## src/rtl/serial_fsm_pkg.sv

```systemverilog
// Shared definitions for the serial detector/transmitter block family.
package serial_fsm_pkg;

   typedef enum logic [1:0] {
      ST_IDLE  = 2'b00,
      ST_SHIFT = 2'b01,
      ST_GAP   = 2'b10
   } state_t;

   // Level held on the serial line whenever no frame bit is being sent.
   localparam logic IDLE_LEVEL = 1'b1;

   // Counter width able to hold 0..n-1, never narrower than one bit.
   function automatic int cnt_w(input int n);
      return (n <= 1) ? 1 : $clog2(n);
   endfunction

endpackage

```

## src/rtl/load_down_counter.sv

```systemverilog
// Loadable down-counter that saturates at zero; load takes priority over decrement.
module load_down_counter #(
   parameter int W = 4
) (
   input  logic         clk,
   input  logic         rst,
   input  logic         load,
   input  logic [W-1:0] load_val,
   input  logic         dec,
   output logic [W-1:0] cnt,
   output logic         zero
);

   logic [W-1:0] r_cnt;

   // Count register: reload, or step down until zero is reached.
   always_ff @(posedge clk or negedge rst) begin
      if (!rst) begin
         r_cnt <= '0;
      end else if (load) begin
         r_cnt <= load_val;
      end else if (dec && (r_cnt != '0)) begin
         r_cnt <= r_cnt - W'(1);
      end
   end

   assign cnt  = r_cnt;
   assign zero = (r_cnt == '0);

endmodule

```

## src/rtl/serial_pattern_tx.sv

```systemverilog
// Serial pattern transmitter: captures a word on valid/ready and sends it MSB-first,
// followed by a fixed run of idle bits. All serial outputs come straight from flops.
module serial_pattern_tx
   import serial_fsm_pkg::*;
#(
   parameter int   WIDTH    = 8,
   parameter int   GAP      = 2,
   parameter logic IDLE_BIT = IDLE_LEVEL
) (
   input  logic             clk,
   input  logic             rst,
   input  logic [WIDTH-1:0] din,
   input  logic             din_valid,
   output logic             din_ready,
   output logic             x,
   output logic             x_valid,
   output logic             done,
   output logic             busy
);

   localparam int             BW      = cnt_w(WIDTH);
   localparam int             GW      = cnt_w(GAP + 1);
   localparam logic [BW-1:0]  BIT_LD  = BW'(WIDTH - 1);
   localparam logic [GW-1:0]  GAP_LD  = GW'((GAP > 0) ? GAP - 1 : 0);
   localparam bit             HAS_GAP = (GAP > 0);

   state_t           r_state;
   state_t           w_nxt_state;
   logic [WIDTH-1:0] r_sreg;
   logic [WIDTH-1:0] w_nxt_sreg;
   logic             r_x;
   logic             r_x_valid;
   logic             r_done;
   logic             w_nxt_x;
   logic             w_nxt_x_valid;
   logic             w_nxt_done;
   logic             w_ready;
   logic             w_xfer;
   logic             w_load;
   logic             w_bit_dec;
   logic             w_gap_load;
   logic             w_gap_dec;
   logic [BW-1:0]    w_bit_cnt;
   logic             w_bit_zero;
   logic [GW-1:0]    w_gap_cnt;
   logic             w_gap_zero;

   load_down_counter #(.W(BW)) u_bit_cnt (
      .clk      (clk),
      .rst      (rst),
      .load     (w_load),
      .load_val (BIT_LD),
      .dec      (w_bit_dec),
      .cnt      (w_bit_cnt),
      .zero     (w_bit_zero)
   );

   load_down_counter #(.W(GW)) u_gap_cnt (
      .clk      (clk),
      .rst      (rst),
      .load     (w_gap_load),
      .load_val (GAP_LD),
      .dec      (w_gap_dec),
      .cnt      (w_gap_cnt),
      .zero     (w_gap_zero)
   );

   // Ready in IDLE, on the final gap bit, or on the final frame bit when there is no gap,
   // so back-to-back frames keep a period of exactly WIDTH+GAP clocks.
   assign w_ready = (r_state == ST_IDLE) ||
                    ((r_state == ST_GAP) && (w_gap_cnt == '0)) ||
                    ((r_state == ST_SHIFT) && w_bit_zero && !HAS_GAP);
   assign w_xfer  = din_valid && w_ready;

   // Next-state, shift-register and registered-output logic.
   always_comb begin
      w_nxt_state   = r_state;
      w_nxt_sreg    = r_sreg;
      w_load        = 1'b0;
      w_bit_dec     = 1'b0;
      w_gap_load    = 1'b0;
      w_gap_dec     = 1'b0;
      w_nxt_x       = IDLE_BIT;
      w_nxt_x_valid = 1'b0;
      w_nxt_done    = 1'b0;
      case (r_state)
         ST_IDLE: begin
            if (w_xfer) w_load = 1'b1;
         end
         ST_SHIFT: begin
            w_bit_dec  = 1'b1;
            w_nxt_sreg = r_sreg << 1;
            if (w_bit_zero) begin
               if (HAS_GAP) begin
                  w_gap_load  = 1'b1;
                  w_nxt_state = ST_GAP;
               end else if (w_xfer) begin
                  w_load = 1'b1;
               end else begin
                  w_nxt_state = ST_IDLE;
               end
            end
         end
         ST_GAP: begin
            w_gap_dec = 1'b1;
            if (w_gap_zero) begin
               if (w_xfer) w_load = 1'b1;
               else        w_nxt_state = ST_IDLE;
            end
         end
         default: begin
            w_nxt_state = ST_IDLE;
         end
      endcase
      if (w_load) begin
         w_nxt_sreg  = din;
         w_nxt_state = ST_SHIFT;
      end
      // x leads the shift register by one clock so the MSB shows right after the handshake.
      if (w_load) begin
         w_nxt_x = din[WIDTH-1];
      end else if ((r_state == ST_SHIFT) && !w_bit_zero) begin
         w_nxt_x = r_sreg[WIDTH-2];
      end
      w_nxt_x_valid = (w_nxt_state == ST_SHIFT);
      w_nxt_done    = (r_state == ST_SHIFT) && (w_bit_cnt == BW'(1));
   end

   // State and serial output registers; reset drops the line to idle at once.
   always_ff @(posedge clk or negedge rst) begin
      if (!rst) begin
         r_state   <= ST_IDLE;
         r_x       <= IDLE_BIT;
         r_x_valid <= 1'b0;
         r_done    <= 1'b0;
      end else begin
         r_state   <= w_nxt_state;
         r_x       <= w_nxt_x;
         r_x_valid <= w_nxt_x_valid;
         r_done    <= w_nxt_done;
      end
   end

   // Frame data register; its contents only matter after a load.
   always_ff @(posedge clk) begin
      r_sreg <= w_nxt_sreg;
   end

   assign din_ready = w_ready;
   assign x         = r_x;
   assign x_valid   = r_x_valid;
   assign done      = r_done;
   assign busy      = (r_state != ST_IDLE);

endmodule
```

## config.mk

```make
export PLATFORM = sky130hd
export DESIGN_NAME = serial_pattern_tx
export DESIGN_NICKNAME = d
export VERILOG_FILES = /design/src/rtl/serial_fsm_pkg.sv /design/src/rtl/load_down_counter.sv /design/src/rtl/serial_pattern_tx.sv
export SDC_FILE = /design/constraint.sdc
export NUM_CORES = 1
export LEC_CHECK = 0
export BUFFER_PORTS_ARGS = -buffer_cell sky130_fd_sc_hd__buf_2
export CORE_MARGIN = 3
export CORE_UTILIZATION = 52
export DETAILED_ROUTE_END_ITERATION = 16
export PLACE_DENSITY_LB_ADDON = 0.08
export REMOVE_ABC_BUFFERS = 1
export SLEW_MARGIN = 5
export SYNTH_ARGS = -nofsm -noshare
export SYNTH_HDL_FRONTEND = slang
export SYNTH_SLANG_ARGS = --single-unit
```

## constraint.sdc

```tcl
create_clock -name clk -period 2 [get_ports clk]
set_clock_uncertainty 0.05 [all_clocks]
set_input_delay 0.1 -clock clk [delete_from_list [all_inputs] [get_ports clk]]
set_output_delay 0.1 -clock clk [all_outputs]
set_load 0.02 [all_outputs]
```

==> summary.md, run 1 <==
The number of clock sinks was 17; the height of the chip was 46.3 µm. The number of setup buffers added after CTS is 0. During synthesis, Yosys emitted a total of 0 warnings. The later pin in the worst-skew pair is clocked with a latency of 0.28 ns. STA classifies the critical path startpoint as a flop. In the final routed layout, each cell accounts on average for 13.7 µm. Internal power comes to 0.907 mW. The initialized floorplan defines 13 standard-cell rows.

The number of global-route vias before repair is 561, and the number of DRC violations after detailed routing is 0. The source of the critical timing path is u_gap_cnt.cnt[0]. The endpoint identified for the worst register-to-register timing path is r_sreg[1]. The layout-stage area growth over the synthesis result was 15.4%.

Adding up every negative setup slack in the final design gives 0 ns. Synthesis produced 65 cells. In the routed layout, each cell is associated on average with a via count of 5.47. The count of endpoints failing hold in the final timing report came out at 0. After the flow finishes, the layout carries non-filler instances totaling 100. The logs give 0.340 ns for the worst-case setup margin in the final layout and 0 for the final antenna-violating net count.

The path type of the worst min-delay path was input port to flop. The final weighted congestion in routability-driven placement was 0.749; the worst vdd rail ir drop was 0.903 mV. Average cell area after synthesis: 13.0 µm². Setup repair after global routing left no endpoint under its margin. After layout, the worst path uses 83.0% of the clock period. TritonCTS built the clock tree. The total via count after detailed routing came out at 547. The total of buffers placed on input and output ports is 15. Largest driver fanout on the critical path: 7. The netlist uses 28 different library cells. The tools report the setup slack of the most critical reg-to-reg path as 0.34 ns. Derived from the worst setup path, the maximum achievable clock frequency is 0.602 GHz. The run gives 0 as the final max-slew violation count. The worst path in the final design needs a cycle of 1.66 ns, including I/O delays and setup. The CTS H-tree depth was 1.

For the final HPWL from detailed placement, the log shows 1.05 mm. The clock-pin transition on the worst setup and hold timing paths is 0.10 ns, and the number of inserted filler cells in the final layout is 108. The run gives 46.3% as the register share of total power.

DRC marker count from the first detailed-route iteration: 12. In the global route stage, overall resource usage came out at 15.8%. The tools report the fraction of power consumed by combinational cells as 41.1%. STA puts the critical path data required time at 1.93 ns. STA puts the critical path data arrival time at 1.59 ns. Clock tree synthesis inserted a total of 3 buffers. The first global-routing pass estimated 2.44 mm of wire. The die covers 0.00214 mm². The routed design has 1.37 mm of wire. The final-report setup violation count is 0, and the floorplan die width is 46.3 µm. The number of storage elements in the synthesis netlist was 17; the number of buffers between clock root and the deepest sink was 2.

The switching power summed over all nets is 0.474 mW, and the fraction of power spent switching nets is 34.3%. The flow ran to the end, and the final reports show no timing, DRC or antenna violations. The synthesized netlist occupies a cell area of 843 µm².

Proportion of synthesized chip area in sequential cells: 54.7%. Entering global routing, the biggest net connects 11 pins. The clock network burns 12.6% of the power. Once the floorplan was initialized, standard cells occupied 59.6% of the core. The logs give 0.00142 mm² for the core footprint and 94 for the instance count after placement with tap cells included. At the placement stage, the worst setup path has a slack of 0.343 ns.

Startpoint of the worst-slack reg-to-reg timing path: u_gap_cnt.cnt[0]. The overall overflow remaining after global route was 0. The number of top-level pins is 16. The library cell used as clock root buffer is sky130_fd_sc_hd__clkbuf_4. The depth of the worst register-to-register path came out at 5. For the number of antenna violations at the first check in global routing, the log shows 0. The tools report the antenna cell count as 0. At the pin with the least slew margin, the transition time is 0.362 ns. The first TritonRoute pass finished after 4 iterations.

The worst setup path is of the flop to flop kind. The fraction of final layout cells with drive strength greater than 1 was 40.0%; the leakage component of the power was 0.452 nW. The critical path ends at r_sreg[1].

The type of destination of the critical path is a flop. At the end of the flow, the number of nets in the layout was 101. The worst pin sits at a relative slew slack of 75.8%. The power per standard cell area was 1420 mW/mm²; the number of max-cap violations was 0.
cells by family after synthesis:
logic type | after synthesis | synth area share (%)
AO/OA/AOI/OAI | 11 | 8.46
adder cells (fa/ha/maj) | 4 | 5.93
buffers and inverters | 5 | 3.12
flip-flops | 17 | 54.7
multiplexers | 7 | 11.9
AND/OR/NAND/NOR | 21 | 15.9
registers in the layout (all words and copies together), names as in the netlist:
register,flops
x_valid,1
u_bit_cnt.cnt,3
r_state,2
r_sreg,7
u_gap_cnt.cnt,2
x,1
done,1
layer usage:
| metal | vias to the layer above | global-route usage (%) | wire (µm) |
|---|---|---|---|
| li1 | 269 | - | - |
| met4 | 0 | 3.98 | 10 |
| met1 | 260 | 22.0 | 619 |
| met3 | 2 | 3.52 | 73 |
| met5 | - | 0 | 0 |
| met2 | 16 | 24.7 | 671 |
layout make-up:
cell class | count | area [µm²] | share of cell area [%]
clock buffers | 3 | 22.5 | 2.31
clock inverters | 1 | 5.00 | 0.514
inverters | 4 | 15.0 | 1.54
multi-input cells | 43 | 355 | 36.5
flip-flops and latches | 17 | 462 | 47.4
well taps | 15 | 18.8 | 1.93
repair buffers | 17 | 95.1 | 9.77
cells in the final DEF (no fill, tap or decap), types with 2 or more instances in the layout:
cell and count:
sky130_fd_sc_hd__nor3b_1 3, sky130_fd_sc_hd__inv_1 4, sky130_fd_sc_hd__and2b_2 2, sky130_fd_sc_hd__nand2_1 6
sky130_fd_sc_hd__buf_2 15, sky130_fd_sc_hd__dfrtp_1 9, sky130_fd_sc_hd__o21ai_0 5, sky130_fd_sc_hd__clkbuf_4 3
sky130_fd_sc_hd__dlygate4sd3_1 2, sky130_fd_sc_hd__mux2_4 6, sky130_fd_sc_hd__edfxtp_1 7, sky130_fd_sc_hd__ha_1 4
through the flow:
| step | power, mW | util [%] | instance area [µm²] | hold WS [ns] |
|---|---|---|---|---|
| after floorplan | 1.07 | - | 832 | -0.246 |
| after global placement | 1.20 | 65.4 | 926 | -0.0821 |
| after detailed placement | 1.22 | 65.4 | 926 | -0.0808 |
| after CTS | 1.39 | 68.1 | 963 | 0.00379 |
| after global routing | 1.49 | 68.8 | 973 | 0.0550 |
| final | 1.38 | 68.8 | 973 | 0.0625 |
worst min-delay path by stage:
stage	from	endpoint	slack (ns)	cells past startpoint
final	din[3]	r_sreg[3]	0.06	2
after global placement	rst	u_bit_cnt.cnt[1]	-0.08	1
after detailed placement	rst	u_bit_cnt.cnt[1]	-0.08	1
after floorplan	rst	done	-0.25	0
after CTS	din[7]	x	0.004	2
after global routing	din[6]	r_sreg[6]	0.05	2
synth_stat cells, drive strengths merged:
cell type | count | area, µm²
a21o | 1 | 8.76
a21oi | 1 | 5.00
a222oi | 1 | 10.0
a31oi | 1 | 6.26
and2 | 1 | 8.76
and2b | 2 | 17.5
and3 | 2 | 13.8
buf | 1 | 11.3
dfrtp | 9 | 225
dfstp | 1 | 26.3
edfxtp | 7 | 210
ha | 4 | 50.1
inv | 4 | 15.0
mux2 | 6 | 90.1
mux2i | 1 | 10.0
nand2 | 6 | 22.5
nand2b | 2 | 15.0
nor2b | 2 | 15.0
nor3 | 1 | 5.00
nor3b | 3 | 22.5
o211ai | 1 | 7.51
o21ai | 5 | 25.0
o22a | 1 | 8.76
or2 | 1 | 6.26
or2b | 1 | 7.51
worst max-delay path, cell delays in order (launching register included):
cell,delay [ns]
sky130_fd_sc_hd__dfrtp_1,0.36
sky130_fd_sc_hd__inv_1,0.07
sky130_fd_sc_hd__ha_1,0.21
sky130_fd_sc_hd__nand2b_2,0.22
sky130_fd_sc_hd__nand2_1,0.20
sky130_fd_sc_hd__nand2_1,0.25
power by group through the flow:
| stage | Clock [mW] | Combinational (mW) | Sequential, mW |
|---|---|---|---|
| finish | 0.174 | 0.567 | 0.640 |
| global route | 0.199 | 0.628 | 0.664 |
| CTS | 0.181 | 0.572 | 0.642 |
| detailed placement | 0 | 0.568 | 0.647 |
| global placement | 0 | 0.551 | 0.645 |
| floorplan | 0 | 0.417 | 0.650 |
timing repair:
| item | in CTS | in global routing |
|---|---|---|
| endpoints found under the hold margin | 10 | 1 |
| resized for setup | 0 | 0 |
| hold buffers | 1 | 1 |
(Power assumes the default switching activity.)
==> run 2: changes to the inputs <==
--- a/config.mk
+++ b/config.mk
@@ -5,6 +5,7 @@
 export SDC_FILE = /design/constraint.sdc
 export NUM_CORES = 1
 export LEC_CHECK = 0
+export ABC_AREA = 1
 export BUFFER_PORTS_ARGS = -buffer_cell sky130_fd_sc_hd__buf_2
 export CORE_MARGIN = 3
 export CORE_UTILIZATION = 52
==> constraint.sdc (replaced) <==
create_clock -name clk -period 1.53 [get_ports clk]
set_clock_uncertainty 0.05 [all_clocks]
set_input_delay 0.0765 -clock clk [delete_from_list [all_inputs] [get_ports clk]]
set_output_delay 0.0765 -clock clk [all_outputs]
set_load 0.02 [all_outputs]
==> run 2 against run 1 <==
  * Die area decreased by 2.7%
  * Core utilization increased by 3.3 points
  * Clock power increased by 39%
  * Worst setup slack got worse by 0.27 ns
  * Cell count increased by 29%
  * Combinational power increased by 62%
  * Power increased by 45%
  * Sequential cell count unchanged
  * Synthesized area decreased by 3.1%
  * Critical endpoint is now din_ready
  * Largest cell class unchanged
  * Largest power group is now combinational cells
==> summary.md, run 2 <==
The fraction of power spent switching nets works out to 40.9% (was 34.3%). The number of buffers between clock root and the deepest sink was 2 (unchanged); the worst-case setup margin in the final layout was 0.0676 ns (was 0.340 ns). The arrival time reported for the critical path endpoint is 1.34 ns (was 1.59 ns), and the relative slew slack is 83.8% (was 75.8%).

The minimum hold slack was 0.0232 ns (was 0.0625 ns); the cell count after synthesis was 90 (was 65). Most common cell in the netlist: sky130_fd_sc_hd__nand2_1 (was sky130_fd_sc_hd__dfrtp_1). The number of storage elements in the synthesis netlist works out to 17 (unchanged).

For the DRC marker count from the first detailed-route iteration, the log shows 10 (was 12). The category of the worst setup path launch point was a flop (unchanged). Clock-pin transition on the worst setup and hold timing paths: 0.10 ns (about the same).

The run gives 0.29 ns (was 0.28 ns) as the clock network latency to the later pin of the worst-skew pair. The worst-path cell with the longest stage delay is sky130_fd_sc_hd__dfrtp_1 (unchanged). The number of clock buffers inserted by TritonCTS came out at 3 (unchanged). Most frequent cells in the layout: sky130_fd_sc_hd__nand2_1, sky130_fd_sc_hd__buf_2, sky130_fd_sc_hd__nand3_1 (was sky130_fd_sc_hd__buf_2, sky130_fd_sc_hd__dfrtp_1, sky130_fd_sc_hd__edfxtp_1). The tools report the clock network power share as 12.0% (was 12.6%). Worst vdd rail ir drop: 1.06 mV (was 0.903 mV). The antenna cell count was 0 (unchanged); the routed wire length per instance was 11.6 µm (was 13.7 µm). The number of clock sinks was 17 (unchanged). The power per standard cell area works out to 2010 mW/mm² (was 1420 mW/mm²).

The height of the chip works out to 45.6 µm (was 46.3 µm). The library cell used as clock root buffer was sky130_fd_sc_hd__clkbuf_4 (unchanged). The count of non-filler cells in the finished layout was 129 (was 100); the instance count after placement with tap cells included was 120 (was 94). The layout-stage area growth over the synthesis result came out at 22.1% (was 15.4%).

The most used flip-flop cell after synthesis was sky130_fd_sc_hd__dfrtp_1 (unchanged). The category of the critical setup timing path was flop to output port (was flop to flop). The proportion of synthesized chip area in sequential cells came out at 56.5% (was 54.7%). The fraction of power consumed by combinational cells is 45.7% (was 41.1%). The data required time of the critical path was 1.40 ns (was 1.93 ns); the all-layer global routing usage was 16.8% (was 15.8%).

The register share of total power is 42.3% (was 46.3%). The run gives 0 (unchanged) as the number of DRC violations after detailed routing. The type of destination of the critical path was an output port (was a flop).

The part of the cycle the worst path needs works out to 95.6%. The flow ran to the end, and the final reports show no timing, DRC or antenna violations. Most area-hungry cell type in the Yosys netlist: sky130_fd_sc_hd__dfrtp_1 (unchanged). Cell-by-cell trace of the critical path: inv_1 > ha_1 > inv_2 > a21oi_4 > buf_6 (was inv_1 > ha_1 > nand2b_2 > nand2_1 > nand2_1). TritonCTS built the clock tree.

The number of antenna violations at the first check in global routing came out at 0 (unchanged). Most common cell after layout, fill and taps aside: sky130_fd_sc_hd__nand2_1 (was sky130_fd_sc_hd__buf_2). The overall overflow remaining after global route came out at 0 (unchanged).

The final max-slew violation count is 0 (unchanged). The logs give 0 (unchanged) for the number of max-cap violations and 0.737 (was 0.749) for the final weighted congestion in routability-driven placement. The tools report the largest net degree at the start of global routing as 14 (was 11). The tools report the count of unique library cells instantiated by Yosys as 16 (was 28). The internal power summed over all cells is 1.19 mW (was 0.907 mW), and the critical path's largest stage delay is 0.40 ns (was 0.36 ns).

The average cell area after synthesis works out to 9.08 µm² (was 13.0 µm²). Count of endpoints failing hold in the final timing report: 0 (unchanged). The proportion of register bits with asynchronous set or reset after synthesis is 58.8% (unchanged). The worst-margin pin slew works out to 0.244 ns (was 0.362 ns).

The number of nets in the finished design came out at 130 (was 101). The fraction of final layout cells with drive strength greater than 1 is 28.1% (was 40.0%). Final-report setup violation count: 0 (unchanged). The register name with the most flops was r_sreg (unchanged).

For the number of top-level pins, the log shows 16 (unchanged). The flip-flop count of the largest register after layout was 7 (unchanged); the number of iterations in the first detailed-routing pass was 4 (unchanged). The number of global-route vias before repair came out at 574 (was 561). Top cells by area in the synthesized netlist: sky130_fd_sc_hd__dfrtp_1, sky130_fd_sc_hd__edfxtp_1, sky130_fd_sc_hd__nand2_1 (was sky130_fd_sc_hd__dfrtp_1, sky130_fd_sc_hd__edfxtp_1, sky130_fd_sc_hd__mux2_4).

Number of warnings issued by yosys: 0 (unchanged). Leakage component of the power: 0.535 nW (was 0.452 nW). The switching power summed over all nets was 0.820 mW (was 0.474 mW). The cell area after layout was 997 µm² (was 973 µm²); the top achievable clock speed was 0.684 GHz. The floorplan die width was 45.6 µm (was 46.3 µm). Total of buffers placed on input and output ports: 15 (unchanged). The path type of the worst min-delay path is input port to flop (unchanged).

Pre-CTS worst setup slack: 0.102 ns (was 0.343 ns). Synthesized area: 817 µm² (was 843 µm²). The logs give 1.05 mm (about the same) for the final HPWL from detailed placement and 59.1% (was 59.6%) for the starting density of the core. The logs give 0.00138 mm² (was 0.00142 mm²) for the core footprint and 0 (unchanged) for the final antenna-violating net count. For the overall routed net length, the log shows 1.50 mm (was 1.37 mm). The area share of the largest cell type after synthesis is 27.6% (was 26.7%), and the total via count after detailed routing is 632 (was 547).

The placed instance area came out at 907 µm² (was 926 µm²). Counting I/O delays and the setup requirement, the final critical path takes 1.46 ns. Number of standard-cell rows in the floorplan: 13 (unchanged).

The largest driver fanout on the critical path was 5 (was 7); the global-route wire length before repair was 2.40 mm (was 2.44 mm). The count of flip-flops with a built-in enable after synthesis is 7 (unchanged), and the floorplan die area is 0.00208 mm² (was 0.00214 mm²). The CTS H-tree depth is 1 (unchanged). Ranking of synthesized cells by instance count: sky130_fd_sc_hd__nand2_1, sky130_fd_sc_hd__nand3_1, sky130_fd_sc_hd__inv_1, sky130_fd_sc_hd__dfrtp_1, sky130_fd_sc_hd__edfxtp_1 (was sky130_fd_sc_hd__dfrtp_1, sky130_fd_sc_hd__edfxtp_1, sky130_fd_sc_hd__mux2_4, sky130_fd_sc_hd__nand2_1, sky130_fd_sc_hd__o21ai_0).

The per-cell via count in the routed design came out at 4.90 (was 5.47).
[run 2: changes by cell type after synthesis, sizes merged, moves of 2 or more]
| cell | delta |
|---|---|
| nand3 | +13 |
| o21ai | -5 |
| nor3b | -3 |
| nand2b | -2 |
| nand2 | +26 |
| and3 | -2 |
| and2b | -2 |
| nor2 | +6 |
| nor2b | -2 |
| inv | +9 |
| nand4 | +2 |
| mux2 | -6 |
[run 2: layout make-up]
type                       count  area [µm²]
multi-input combinational     59         305
tap                           15        18.8
fill                         101         385
sequential                    17         462
clock inverter                 1        5.00
clock buffer                   3        22.5
timing repair buffer          21         135
inverter                      13        48.8
[run 2: stage by stage]
step                setup TNS, ns  util [%]  total power, mW
detailed placement              0      65.6             1.66
floorplan                       0         -             1.44
CTS                             0      69.8             1.94
global placement                0      65.6             1.63
finish                          0      72.1             2.01
global route              -0.0304      72.1             2.18
[run 2: cell families (layout without fill, tap and decap cells)]
| group | Yosys count | in the layout | synth area share (%) |
|---|---|---|---|
| compound gates | 1 | 1 | 1.07 |
| fa+ha+maj | 4 | 4 | 6.13 |
| buf+inv | 14 | 38 | 7.35 |
| flops | 17 | 17 | 56.5 |
| simple gates | 54 | 54 | 28.9 |
[run 2: worst paths after layout]
| kind | from | endpoint | depth (start not counted) | slack [ns] |
|---|---|---|---|---|
| hold reg to reg | u_bit_cnt.cnt[2] | u_bit_cnt.cnt[2] | 2 | 0.45 |
| setup / recovery | u_gap_cnt.cnt[0] | din_ready | 5 | 0.07 |
| max in group asynchronous | rst | x | 2 | 1.07 |
| setup reg to reg | u_gap_cnt.cnt[0] | r_sreg[5] | 8 | 0.12 |
| hold / removal | din[6] | r_sreg[6] | 3 | 0.02 |
| min in group asynchronous | rst | u_gap_cnt.cnt[1] | 2 | 0.11 |
[run 2: power by group through the flow]
stage	Clock (mW)	Sequential, mW	Combinational, mW
4_1_cts	0.257	0.850	0.836
2_1_floorplan	0	0.873	0.565
3_5_place_dp	0	0.851	0.804
5_1_grt	0.270	0.875	1.03
6_report	0.241	0.850	0.917
3_3_place_gp	0	0.845	0.780
[run 2: metal layers]
| layer | up-vias | routed length (µm) | GRT usage, % |
|---|---|---|---|
| met5 | - | 0 | 0 |
| met4 | 0 | 27 | 12.3 |
| met3 | 4 | 58 | 2.37 |
| met2 | 15 | 707 | 25.1 |
| met1 | 275 | 707 | 21.9 |
| li1 | 338 | - | - |
[run 2: worst max-delay path: cells and delay by family, from the launching register on]
| family | cells | cell delay, ns |
|---|---|---|
| AOI/OAI and AO/OA | 1 | 0.20 |
| DFF | 1 | 0.40 |
| adders and majority gates | 1 | 0.15 |
| buffers and inverters | 3 | 0.28 |
[run 2: what timing repair did]
item,4_1_cts,5_1_grt
gates cloned,0,0
setup endpoints to repair,1,15
hold buffers,2,0
gates resized for setup,2,4
setup buffers,0,3
hold endpoints to repair,11,0
pin swaps,0,1
